[src/rtl/multicycle_ctrl.sv]
// Main control FSM of the multicycle RV32I core: sequences fetch, decode, execute,
// memory and write-back, and drives every datapath strobe and mux select.
module multicycle_ctrl (
    input  logic       i_clk,
    input  logic       i_rst,
    input  logic [6:0] i_Op,
    input  logic       i_MemReady,
    input  logic       i_Take,
    output logic       o_PCWrite,
    output logic       o_IRWrite,
    output logic       o_AdrSrc,
    output logic       o_MemWrite,
    output logic       o_RegWrite,
    output logic [1:0] o_ResultSrc,
    output logic [1:0] o_ALUSrcA,
    output logic [1:0] o_ALUSrcB,
    output logic [1:0] o_ALUOp,
    output logic [2:0] o_ImmSrc,
    output logic       o_Illegal,
    output logic [3:0] o_State
);

    localparam logic [2:0] RT = 3'd0;
    localparam logic [2:0] IT = 3'd1;
    localparam logic [2:0] ST = 3'd2;
    localparam logic [2:0] BT = 3'd3;
    localparam logic [2:0] JT = 3'd4;
    localparam logic [2:0] UT = 3'd5;
    localparam logic [2:0] NO = 3'd6;

    localparam logic [6:0] OP_LOAD   = 7'b0000011;
    localparam logic [6:0] OP_STORE  = 7'b0100011;
    localparam logic [6:0] OP_RTYPE  = 7'b0110011;
    localparam logic [6:0] OP_IALU   = 7'b0010011;
    localparam logic [6:0] OP_BRANCH = 7'b1100011;
    localparam logic [6:0] OP_JAL    = 7'b1101111;
    localparam logic [6:0] OP_JALR   = 7'b1100111;
    localparam logic [6:0] OP_LUI    = 7'b0110111;
    localparam logic [6:0] OP_AUIPC  = 7'b0010111;
    localparam logic [6:0] OP_SYSTEM = 7'b1110011;

    typedef enum logic [3:0] {
        FETCH  = 4'd0,
        DECODE = 4'd1,
        MEMADR = 4'd2,
        MEMRD  = 4'd3,
        MEMWB  = 4'd4,
        MEMWR  = 4'd5,
        EXER   = 4'd6,
        EXEI   = 4'd7,
        ALUWB  = 4'd8,
        BRANCH = 4'd9,
        JAL    = 4'd10,
        JALR   = 4'd11,
        LINK   = 4'd12,
        LUI    = 4'd13,
        AUIPC  = 4'd14,
        TRAP   = 4'd15
    } state_t;

    typedef struct packed {
        logic       pc_write;
        logic       mem_write;
        logic       reg_write;
        logic       adr_src;
        logic       illegal;
        logic [1:0] result_src;
        logic [1:0] alu_src_a;
        logic [1:0] alu_src_b;
        logic [1:0] alu_op;
    } ctrl_t;

    // State-only (Moore) control word; registered alongside the state itself.
    function automatic ctrl_t moore_of(input state_t s);
        ctrl_t c;
        c = '0;
        case (s)
            FETCH:  begin c.alu_src_b = 2'b10; c.result_src = 2'b10; end
            DECODE: begin c.alu_src_a = 2'b01; c.alu_src_b = 2'b01; end
            MEMADR: begin c.alu_src_a = 2'b10; c.alu_src_b = 2'b01; end
            MEMRD:  c.adr_src = 1'b1;
            MEMWB:  begin c.result_src = 2'b01; c.reg_write = 1'b1; end
            MEMWR:  begin c.adr_src = 1'b1; c.mem_write = 1'b1; end
            EXER:   begin c.alu_src_a = 2'b10; c.alu_op = 2'b10; end
            EXEI:   begin c.alu_src_a = 2'b10; c.alu_src_b = 2'b01; c.alu_op = 2'b10; end
            ALUWB:  c.reg_write = 1'b1;
            BRANCH: begin c.alu_src_a = 2'b10; c.alu_op = 2'b01; end
            JAL:    begin c.alu_src_a = 2'b01; c.alu_src_b = 2'b10; c.pc_write = 1'b1; end
            JALR: begin
                c.alu_src_a  = 2'b10;
                c.alu_src_b  = 2'b01;
                c.result_src = 2'b10;
                c.pc_write   = 1'b1;
            end
            LINK:   begin c.alu_src_a = 2'b01; c.alu_src_b = 2'b10; end
            LUI:    begin c.alu_src_b = 2'b01; c.alu_op = 2'b11; end
            AUIPC:  begin c.alu_src_a = 2'b01; c.alu_src_b = 2'b01; end
            TRAP:   c.illegal = 1'b1;
            default: c = '0;
        endcase
        return c;
    endfunction

    function automatic state_t next_of(input state_t s, input logic [6:0] op,
                                       input logic ready);
        state_t n;
        n = s;
        case (s)
            FETCH:  n = ready ? DECODE : FETCH;
            DECODE: begin
                case (op)
                    OP_LOAD, OP_STORE: n = MEMADR;
                    OP_RTYPE:          n = EXER;
                    OP_IALU:           n = EXEI;
                    OP_BRANCH:         n = BRANCH;
                    OP_JAL:            n = JAL;
                    OP_JALR:           n = JALR;
                    OP_LUI:            n = LUI;
                    OP_AUIPC:          n = AUIPC;
                    OP_SYSTEM:         n = FETCH;
                    default:           n = TRAP;
                endcase
            end
            MEMADR: n = (op == OP_LOAD) ? MEMRD : MEMWR;
            MEMRD:  n = ready ? MEMWB : MEMRD;
            MEMWB:  n = FETCH;
            MEMWR:  n = ready ? FETCH : MEMWR;
            EXER, EXEI, JAL, LUI, AUIPC: n = ALUWB;
            ALUWB:  n = FETCH;
            BRANCH: n = FETCH;
            JALR:   n = LINK;
            LINK:   n = ALUWB;
            TRAP:   n = TRAP;
            default: n = FETCH;
        endcase
        return n;
    endfunction

    state_t state;
    state_t next_state;
    ctrl_t  ctrl_q;
    ctrl_t  ctrl;
    logic   fetch_accept;
    logic   branch_taken;

    always_comb begin
        next_state = next_of(state, i_Op, i_MemReady);
    end

    always_ff @(posedge i_clk) begin
        if (i_rst) begin
            state  <= FETCH;
            ctrl_q <= moore_of(FETCH);
        end else begin
            state  <= next_state;
            ctrl_q <= moore_of(next_state);
        end
    end

    // Reset acts on the outputs in the same cycle it is asserted, not only after the edge.
    assign ctrl         = i_rst ? moore_of(FETCH) : ctrl_q;
    assign fetch_accept = !i_rst && (state == FETCH) && i_MemReady;
    assign branch_taken = !i_rst && (state == BRANCH) && i_Take;

    assign o_PCWrite   = ctrl.pc_write | fetch_accept | branch_taken;
    assign o_IRWrite   = fetch_accept;
    assign o_AdrSrc    = ctrl.adr_src;
    assign o_MemWrite  = ctrl.mem_write;
    assign o_RegWrite  = ctrl.reg_write;
    assign o_ResultSrc = ctrl.result_src;
    assign o_ALUSrcA   = ctrl.alu_src_a;
    assign o_ALUSrcB   = ctrl.alu_src_b;
    assign o_ALUOp     = ctrl.alu_op;
    assign o_Illegal   = ctrl.illegal;
    assign o_State     = i_rst ? 4'd0 : state;

    always_comb begin
        o_ImmSrc = NO;
        case (i_Op)
            OP_RTYPE:                             o_ImmSrc = RT;
            OP_IALU, OP_LOAD, OP_JALR, OP_SYSTEM: o_ImmSrc = IT;
            OP_STORE:                             o_ImmSrc = ST;
            OP_BRANCH:                            o_ImmSrc = BT;
            OP_JAL:                               o_ImmSrc = JT;
            OP_LUI, OP_AUIPC:                     o_ImmSrc = UT;
            default:                              o_ImmSrc = NO;
        endcase
    end

endmodule
[config.mk]
export PLATFORM = sky130hd
export DESIGN_NAME = multicycle_ctrl
export DESIGN_NICKNAME = d
export VERILOG_FILES = /design/src/rtl/multicycle_ctrl.sv
export SDC_FILE = /design/constraint.sdc
export NUM_CORES = 1
export LEC_CHECK = 0
export ABC_AREA = 1
export BUFFER_PORTS_ARGS = -buffer_cell sky130_fd_sc_hd__buf_2
export CAP_MARGIN = 0
export CORE_MARGIN = 2
export CORE_UTILIZATION = 56
export DETAILED_ROUTE_END_ITERATION = 8
export PLACE_DENSITY = 0.84
export RECOVER_POWER = 100
export SKIP_LAST_GASP = 1
export SLEW_MARGIN = 40
export SYNTH_ARGS = -nofsm -noshare
export SYNTH_HDL_FRONTEND = slang
export SYNTH_SLANG_ARGS = --single-unit
[constraint.sdc]
create_clock -name i_clk -period 3.7 [get_ports i_clk]
set_input_delay 0.555 -clock i_clk [delete_from_list [all_inputs] [get_ports i_clk]]
set_output_delay 0.555 -clock i_clk [all_outputs]
set_load 0.01 [all_outputs]
## Word-level counts from Yosys, hierarchy flattened

Cells that the tools add are included.

- Bits in registers: 17
- Bits in latches: 0
- RAM bits: 0
- ROM bits: 0
- Output and inout port bits: 21
- Logic and storage cells: 91
- Memories: 0

- Add/subtract/negate cells: 0
- Multiply operators: 0
- Divide/modulo/power cells: 0
- Magnitude comparators: 0
- Equality and inequality tests: 40
- Shift-type cells: 0
- Muxes and demuxes: 18
- Bitwise logic cells: 2
- Reduce and logical (&&, ||, !) cells: 21

Operators with widths:

| cell | number |
|---|---|
| 4-bit case mux with 9 select lines | 2 |
| 4-bit equality test (second input constant) | 16 |
| 4-bit by 3-bit equality test with 1-bit output (second input constant) | 8 |
| 7-bit equality test (second input constant) | 4 |
| 7-bit by 6-bit equality test with 1-bit output (second input constant) | 3 |
| 3-bit case mux with 6 select lines | 1 |
| 4-bit by 2-bit equality test with 1-bit output (second input constant) | 4 |
| 7-bit by 5-bit equality test with 1-bit output (second input constant) | 2 |
| 2-bit OR reduction | 7 |
| 13-bit 2-to-1 mux | 1 |
| 2-bit case mux with 2 select lines | 3 |
| 6-bit OR reduction | 2 |
| 3-bit 2-to-1 mux | 3 |
| 4-bit by 1-bit equality test with 1-bit output (second input constant) | 2 |
| 4-bit zero test | 2 |
| 4-bit OR reduction | 2 |
| 7-bit by 2-bit equality test with 1-bit output (second input constant) | 1 |
| 1-bit 2-to-1 mux | 6 |
| 2-bit case mux with 3 select lines | 1 |
| 3-bit OR reduction | 2 |
| 5-bit OR reduction | 1 |
| 1-bit logical AND | 4 |
| 4-bit 2-to-1 mux | 1 |
| 1-bit bitwise OR | 2 |
| 1-bit zero test | 1 |

## Logic depth before layout (Yosys ltp)

Gate-level depths: netlist of run 1.

- Depth after elaboration: 7
- Gate-level depth with buffers: 16
- Depth with buffers taken out: 16

## Least setup slack after synthesis of run 1

No wires, ideal clock.

- Path type: input port to flip-flop
- From: input port i_Op[1]
- To: register ctrl_q[2] (netlist bit)
- Data arrival time: 1.751 ns
- Data required time: 3.591 ns
- Path slack: 1.840 ns
- Cell stages on the path: 16
- Cell sequence: nand2_1 > inv_2 > nand2_1 > nor2_2 > nor2_4 > nand3_2 > nand2_1 > nand2_1 > nand2_2 > nand2_2 > nand2_2 > nand2_1 > nand2_1 > nand3_1 > nand2_1 > inv_1

- Longest elaborated chain between the ends: 7

RTL lines:

| item | line | source |
|---|---|---|
| from (decl) | 6 | `input logic [6:0] i_Op,` |
| 7-bit by 2-bit equality test with 1-bit output or 7-bit by 6-bit equality test with 1-bit output (tied branches) | 111, 124 |  |
| 2-bit OR reduction | 111 | `case (op)` |
| 4-bit case mux with 9 select lines | 111 |  |
| 4-bit case mux with 9 select lines * | 108 | `case (s)` |
| 4-bit equality test (tied with other cells) | 77 | `case (s)` |
| 6-bit OR reduction (no line) or 3-bit OR reduction (tied branches) | - |  |
| 2-bit case mux with 2 select lines * | 77 |  |
| to (signal assigned) | 153 | `ctrl_q <= moore_of(FETCH);` |
| to (signal assigned) | 156 | `ctrl_q <= moore_of(next_state);` |
| to (decl) | 141 | `ctrl_t ctrl_q;` |

Mark *: on every way between the ends. The rest lies on a longest branch, timed or not.
A chain may end at the register's enable or synchronous reset.

## Worst setup path after layout of run 1

- From: input port i_rst
- To: output port o_ResultSrc[1]

- Longest elaborated chain between the ends: 1

RTL lines:

| item | line | source |
|---|---|---|
| from (decl) | 5 | `input logic i_rst,` |
| 13-bit 2-to-1 mux | 161 | `assign ctrl = i_rst ? moore_of(FETCH) : ctrl_q;` |
| to (decl) | 14 | `output logic [1:0] o_ResultSrc,` |

No other way between the ends.

==> qor.txt, run 1 <==
Filler cells - 206
H-tree Lvls - 1
r2r startpoint - state[3]
layout cells sized above 1 - 11.2%
hold path cells - 3
Max VDD drop - 0.374 mV
Multi-input gate area - 663 µm²
sequential power share - 30.0%
outcome - completed
Clock Tree Buf Depth - 2
startpoint types - input port
area added between synthesis and finish - 11.6%
MaxCap Viol Count - 0
count leader, synth - nor2_1
post-synth cell types - 28
clk_skew - 0.00390 ns
worst skew pair latency - 0.29 ns
Die ar. - 0.00253 mm²
final hold slack - 0.520 ns
first-pass GRT wire length - 4.63 mm
count of buffers from port buffering - 31
max_slew headroom - 25.8%
initial DRC count - 50
largest net degree at the start of global routing - 31
clock sinks - 17
max-slew violation count - 0
CTS tree - done
Syn Area/Cell - 5.97 µm²
RD Place Congestion - 0.873
ys async rst share - 0%
initial antenna violation count - 0
P_sw - 0.450 mW
cts repair resizes - 0
worst slack, placed - 1.48 ns
fin worst setup slack - 1.39 ns
Root Driver - clkbuf_4
register area - 340 µm²
Post-synth EDFFs - 0
ANT cells - 0
nets - 245
HP Class - in -> reg
critical path start-end classification - in -> out
top cell type by total area after synthesis - dfxtp_1
Num CTS Buffers - 3
DR pass1 iterations - 4
Yosys top cell area share - 28.4%
Synth Cell Area - 0.00120 mm²
total leakage power - 0.671 nW
Critical Path RT - 3.14 ns
#FFs+latches synth - 17
worst hold endpoint - ctrl_q[6]
vias - 1,282
Detail Route Antenna Nets - 0
post-synthesis sequential area ratio - 28.4%
P_int - 0.441 mW
top cells by area, synth - dfxtp_1 28%, nor2_1 13%, nand2_1 13%, inv_1 11%, nand3_1 5.4%
reg2reg path depth - 12
RR Endpoint - ctrl_q[4]
residual DRC count - 0
Max Clk Rate - 433 MHz
Fin. Hold Viols - 0
Core Rows - 16
Final period util - 62.4%
RSZ-0062 raised after global routing - false
Clock Pin Slew Worst Setup and Hold Paths - 0.09 ns
Die Width - 50.3 µm
min-delay src - i_MemReady
via-per-instance ratio - 4.93
final setup TNS - 0 ns
final setup fails - 0
Sw Ratio - 50.5%
syn_nets - 212
Top FF cell, synth - dfxtp_1
vias in the first global route - 1,171
flop2flop setup slack - 1.74 ns
synth warn - 0
Total Wirelength - 2.62 mm
Tmin final - 2.31 ns
WL/cell - 10.1 µm
postcts setup bufs - 0
synthesized instance count - 201
Comb pwr share - 59.1%
top cell types by occurrence after synthesis - 43 x nor2_1, 41 x nand2_1, 35 x inv_1
Crit Path Max Fanout - 30
Pwr Density - 666 mW/mm²
total track usage - 22.8%
Initial Util - 60.5%
Clk pwr share - 10.8%
detailed placement HPWL - 2.08 mm
Least-Margin Pin Slew - 1.11 ns
IO Pins - 32
CP Capture Type - primary output
Die Ht - 50.3 µm
Core Area - 0.00198 mm²
CP arrival - 1.75 ns
CTS Hold Buffers Added - 0
grt total ovfl - 0
routing by layer:
metal,GRT usage (%),share of wire [%],up-vias
li1,-,-,680
met1,28.4,46,557
met2,39.9,48,41
met3,4.76,5.8,4
met4,5.86,0.38,0
met5,0,0,-
worst max path at each step:
stage                  start  slack, ns        endpoint
finish                 i_rst       1.39  o_ResultSrc[1]
floorplan            i_Op[1]       1.84       ctrl_q[2]
detailed placement   i_Op[1]       1.48       ctrl_q[4]
global placement     i_Op[1]       1.54       ctrl_q[2]
global route           i_rst       1.19    o_ALUSrcB[1]
CTS                 state[3]       1.51       o_PCWrite
registers in the layout, summed over array words and instances (netlist names):
name,flops
state,4
ctrl_q,13
layout by cell type (no fill, tap or decap), types with 3 or more instances in the layout:
master	count
nor3_1	5
clkbuf_4	3
dfxtp_1	17
nor2_2	3
clkbuf_1	22
nor2_1	44
nand2_1	47
buf_2	9
a21oi_1	7
nand3_1	15
inv_1	37
layout make-up:
cell class,count,share of cell area (%)
Sequential cell,17,25.4
Timing Repair Buffer,31,9.53
Multi-Input combinational cell,142,49.5
Clock inverter,1,0.374
Tap cell,27,2.52
Inverter,39,10.9
Clock buffer,3,1.68
worst max-delay path: stages:
cell and delay [ns]:
clkbuf_1 0.80, or2_2 0.25, clkbuf_1 0.15
power by group through the flow:
stage | logic (mW) | clock network, mW | registers [mW]
finish | 0.527 | 0.0966 | 0.268
CTS | 0.574 | 0.0993 | 0.268
detailed placement | 0.567 | 0 | 0.272
global placement | 0.553 | 0 | 0.272
floorplan | 0.445 | 0 | 0.265
global route | 0.601 | 0.106 | 0.274
stage by stage:
stage                     utilization (%)  instances  instance area [µm²]  total power [mW]
after floorplan                         -        201                 1200             0.710
after global placement               69.5        256                 1380             0.824
after detailed placement             69.5        256                 1380             0.839
after CTS                            70.9        260                 1410             0.941
after global routing                 67.6        260                 1340             0.981
final                                67.6        260                 1340             0.892
cells by family (layout without fill, tap and decap cells):
group / after synthesis / count (layout) / share of synthesized area, %
simple gates: 127 / 127 / 50.1
flops: 17 / 17 / 28.4
buf+inv: 42 / 74 / 13.1
compound gates: 15 / 15 / 8.45
No activity file was read; power rests on OpenSTA's default activity.
==> inputs of run 2 (changes only) <==
CORE_UTILIZATION = 47   (was 56)
PLACE_DENSITY = 0.75   (was 0.84)
clock period = 2.1 ns   (was 3.7 ns; I/O delays follow)
==> qor.txt, run 2 (synthesis gave the netlist of run 1 again) <==
RR Endpoint - ctrl_q[4]
HP Class - in -> reg
Core Rows - 18
count of buffers from port buffering - 31
Die Ht - 54.5 µm
final setup fails - 0
IO Pins - 32
Clk pwr share - 10.8%
CP arrival - 1.58 ns
WL/cell - 9.65 µm
hold path cells - 3
Tmin final - 1.90 ns
Max VDD drop - 0.805 mV
total track usage - 19.2%
startpoint types - flip-flop
Num CTS Buffers - 3
worst hold endpoint - ctrl_q[6]
min-delay src - i_MemReady
H-tree Lvls - 1
initial antenna violation count - 0
clock sinks - 17
Initial Util - 48.9%
r2r startpoint - state[3]
Fin. Hold Viols - 0
Comb pwr share - 59.7%
Util after Layout - 55.6%
final setup TNS - 0 ns
Critical Path RT - 1.78 ns
Clock Tree Buf Depth - 2
via-per-instance ratio - 4.68
vias in the first global route - 1,001
ANT cells - 0
Pwr Density - 1170 mW/mm²
MaxCap Viol Count - 0
reg2reg path depth - 12
RD Place Congestion - 0.877
Top Registers - ctrl_q (13), state (4)
Least-Margin Pin Slew - 1.15 ns
initial DRC count - 21
critical path start-end classification - reg -> out
largest net degree at the start of global routing - 31
Core Area - 0.00245 mm²
Most flops, register - ctrl_q
RSZ-0062 raised after global routing - false
Total Wirelength - 2.54 mm
CTS Hold Buffers Added - 0
Filler cells - 282
Die ar. - 0.00297 mm²
postcts setup bufs - 0
Max Clk Rate - 527 MHz
max reg flops - 13
area added between synthesis and finish - 13.7%
P_int - 0.796 mW
Crit Path Max Fanout - 4
Final period util - 90.3%
Clock Pin Slew Worst Setup and Hold Paths - 0.09 ns
grt total ovfl - 0
total leakage power - 0.692 nW
DR pass1 iterations - 4
CP Capture Type - primary output
sequential power share - 29.6%
CTS tree - done
first-pass GRT wire length - 4.19 mm
worst skew pair latency - 0.29 ns
layout cells sized above 1 - 15.5%
residual DRC count - 0
detailed placement HPWL - 1.98 mm
max_slew headroom - 23.3%
cts repair resizes - 0
P_sw - 0.797 mW
Root Driver - clkbuf_4
clk_skew - 0.0111 ns
max-slew violation count - 0
Sw Ratio - 50.1%
vias - 1,230
Detail Route Antenna Nets - 0
flop2flop setup slack - 0.24 ns
Die Width - 54.5 µm
outcome - completed
most frequent cells in the layout - 44 x nand2_1, 44 x nor2_1, 35 x inv_1, 19 x clkbuf_1, 17 x dfxtp_1
nets - 245
[run 2: cell count changes in the layout (fill, tap and decap cells not counted), sizes merged]
| cell | previous run | this run |
|---|---|---|
| buf | 9 | 12 |
| clkbuf | 25 | 22 |
[run 2: worst max path at each step]
| stage | slack (ns) | end | cells past startpoint | start |
|---|---|---|---|---|
| final | 0.20 | o_PCWrite | 8 | state[3] |
| after global routing | 0.04 | ctrl_q[4] | 12 | state[3] |
| after CTS | 0.21 | o_PCWrite | 8 | state[3] |
| after detailed placement | 0.17 | ctrl_q[4] | 15 | i_Op[1] |
| after global placement | 0.16 | ctrl_q[2] | 17 | i_Op[1] |
| after floorplan | 0.48 | ctrl_q[2] | 16 | i_Op[1] |
[run 2: metrics by stage]
step	power [mW]	setup slack [ns]	instances	cell area, µm²	hold WS [ns]
final	1.59	0.203	263	1360	0.292
after global routing	1.77	0.0364	263	1360	0.317
after CTS	1.65	0.211	263	1410	0.281
after detailed placement	1.46	0.166	259	1380	0.594
after global placement	1.47	0.159	259	1380	0.577
after floorplan	1.25	0.480	201	1200	0.458
[run 2: critical path, cell delays in order, from the launching register on]
cell and delay, ns:
dfxtp_1 0.35, nor2_1 0.15, nand2_1 0.10, nor2_1 0.09
inv_1 0.07, nor2_1 0.12, inv_1 0.10, a31oi_1 0.13
clkbuf_1 0.18
[run 2: power by group through the flow]
stage	clock network (mW)	registers [mW]	logic (mW)
6_report	0.171	0.471	0.950
2_1_floorplan	0	0.466	0.784
3_5_place_dp	0	0.479	0.984
3_3_place_gp	0	0.478	0.987
5_1_grt	0.186	0.484	1.10
4_1_cts	0.177	0.472	0.998
[run 2: layout make-up]
class                      count  area (µm²)  share of cell area (%)
clock inverter                 1        5.00                   0.367
multi-input combinational    142         681                    49.9
tap                           30        37.5                    2.75
clock buffer                   3        22.5                    1.65
timing repair buffer          31         131                    9.63
sequential                    17         340                    25.0
inverter                      39         146                    10.7
[run 2: routing by layer]
metal	routed length [µm]	track usage (%)	vias up
li1	-	-	681
met1	1330	25.6	510
met2	1060	31.1	34
met3	112	4.37	5
met4	36	5.00	0
met5	0	0	-
==> inputs of run 3 (changes only) <==
CORE_MARGIN = default   (was 2)
==> qor.txt, run 3 (synthesis gave the netlist of run 1 again) <==
area added between synthesis and finish - 13.7%
critical path start-end classification - reg -> out
max layer used - met4
finished layout cell area - 0.00136 mm²
initial DRC count - 64
first-pass GRT wire length - 4.02 mm
clk_skew - 0.00210 ns
cts repair resizes - 0
max-slew violation count - 0
final cell count without fillers - 262
grt total ovfl - 0
IO Pins - 32
DR pass1 iterations - 5
WL/cell - 9.34 µm
Filler cells - 248
initial antenna violation count - 0
total track usage - 19.8%
startpoint types - flip-flop
r2r startpoint - state[3]
Metal-1 WL - 1.24 mm
nets - 246
vias - 1,235
Least-Margin Pin Slew - 1.18 ns
final setup TNS - 0 ns
Core Rows - 17
Crit. Startpoint - state[3]
commonest non-fill, non-tap cell in the layout - nand2_1
Max VDD drop - 0.717 mV
largest net degree at the start of global routing - 31
via-per-instance ratio - 4.71
max reg flops - 13
clock sinks - 17
Most flops, register - ctrl_q
Final period util - 91.1%
Tmin final - 1.91 ns
RSZ-0062 raised after global routing - false
Critical Path RT - 1.78 ns
cell count after placement - 258
Max Clk Rate - 523 MHz
final setup fails - 0
CTS Hold Buffers Added - 0
Top Registers - ctrl_q (13), state (4)
Sw Ratio - 49.7%
DP Area - 0.00139 mm²
Initial Util - 51.8%
Pwr Density - 1160 mW/mm²
Core Area - 0.00232 mm²
most frequent cells in the layout - 46 x nand2_1, 45 x nor2_1, 36 x inv_1, 20 x clkbuf_1, 17 x dfxtp_1
P_int - 0.796 mW
WL met3 - 188 µm
layout cells sized above 1 - 14.1%
P_sw - 0.786 mW
Fin. Hold Viols - 0
Num CTS Buffers - 3
H-tree Lvls - 1
ANT cells - 0
Die Ht - 52.5 µm
min-delay src - i_MemReady
Util after Layout - 58.8%
HP Class - in -> reg
Clk pwr share - 10.7%
Detail Route Antenna Nets - 0
sequential power share - 29.7%
Comb pwr share - 59.6%
Clock Pin Slew Worst Setup and Hold Paths - 0.09 ns
MaxCap Viol Count - 0
CP Capture Type - primary output
RD Place Congestion - 0.833
Root Driver - clkbuf_4
postcts setup bufs - 0
detailed placement HPWL - 1.92 mm
Crit Path Max Fanout - 4
Clock Tree Buf Depth - 2
Die Width - 52.5 µm
count of buffers from port buffering - 31
CTS tree - done
residual DRC count - 0
DR WL met2 - 992 µm
max_slew headroom - 21.4%
Die ar. - 0.00276 mm²
worst skew pair latency - 0.29 ns
vias in the first global route - 959
outcome - completed
Total Wirelength - 2.45 mm
final hold slack - 0.300 ns
total leakage power - 0.690 nW
CP arrival - 1.60 ns
run 3: final timing paths:
path	end	slack [ns]	depth (start not counted)
max	o_PCWrite	0.19	8
min	ctrl_q[6]	0.30	3
max reg2reg	ctrl_q[1]	0.21	10
min reg2reg	ctrl_q[6]	0.69	4
run 3: cell type report:
type                       count  area, µm²  area share (%)
timing repair buffer          32        135            9.91
sequential                    17        340            25.0
tap                           28       35.0            2.57
multi-input combinational    142        679            49.8
clock inverter                 1       5.00           0.367
clock buffer                   3       22.5            1.65
inverter                      39        146            10.7
run 3: metal layers:
layer | global-route usage, % | vias up
met5 | 0 | -
met3 | 5.22 | 5
met1 | 28.6 | 495
met4 | 5.26 | 0
li1 | - | 685
met2 | 28.7 | 50
run 3: metrics by stage:
stage / setup slack, ns / power, mW
after floorplan: 0.480 / 1.25
after global placement: 0.153 / 1.48
after detailed placement: 0.183 / 1.47
after CTS: 0.181 / 1.65
after global routing: 0.0380 / 1.74
final: 0.187 / 1.58
run 3: worst max-delay path: stages (launching register included):
cell	delay, ns
dfxtp_1	0.35
nor2_1	0.15
nand2_1	0.11
nor2_1	0.10
inv_1	0.08
nor2_1	0.13
inv_1	0.09
a31oi_1	0.13
clkbuf_1	0.17
run 3: power groups by stage:
stage | clock network, mW | registers, mW | logic, mW
floorplan | 0 | 0.466 | 0.784
global placement | 0 | 0.478 | 0.997
detailed placement | 0 | 0.478 | 0.989
CTS | 0.177 | 0.472 | 0.997
global route | 0.192 | 0.482 | 1.07
finish | 0.169 | 0.470 | 0.943
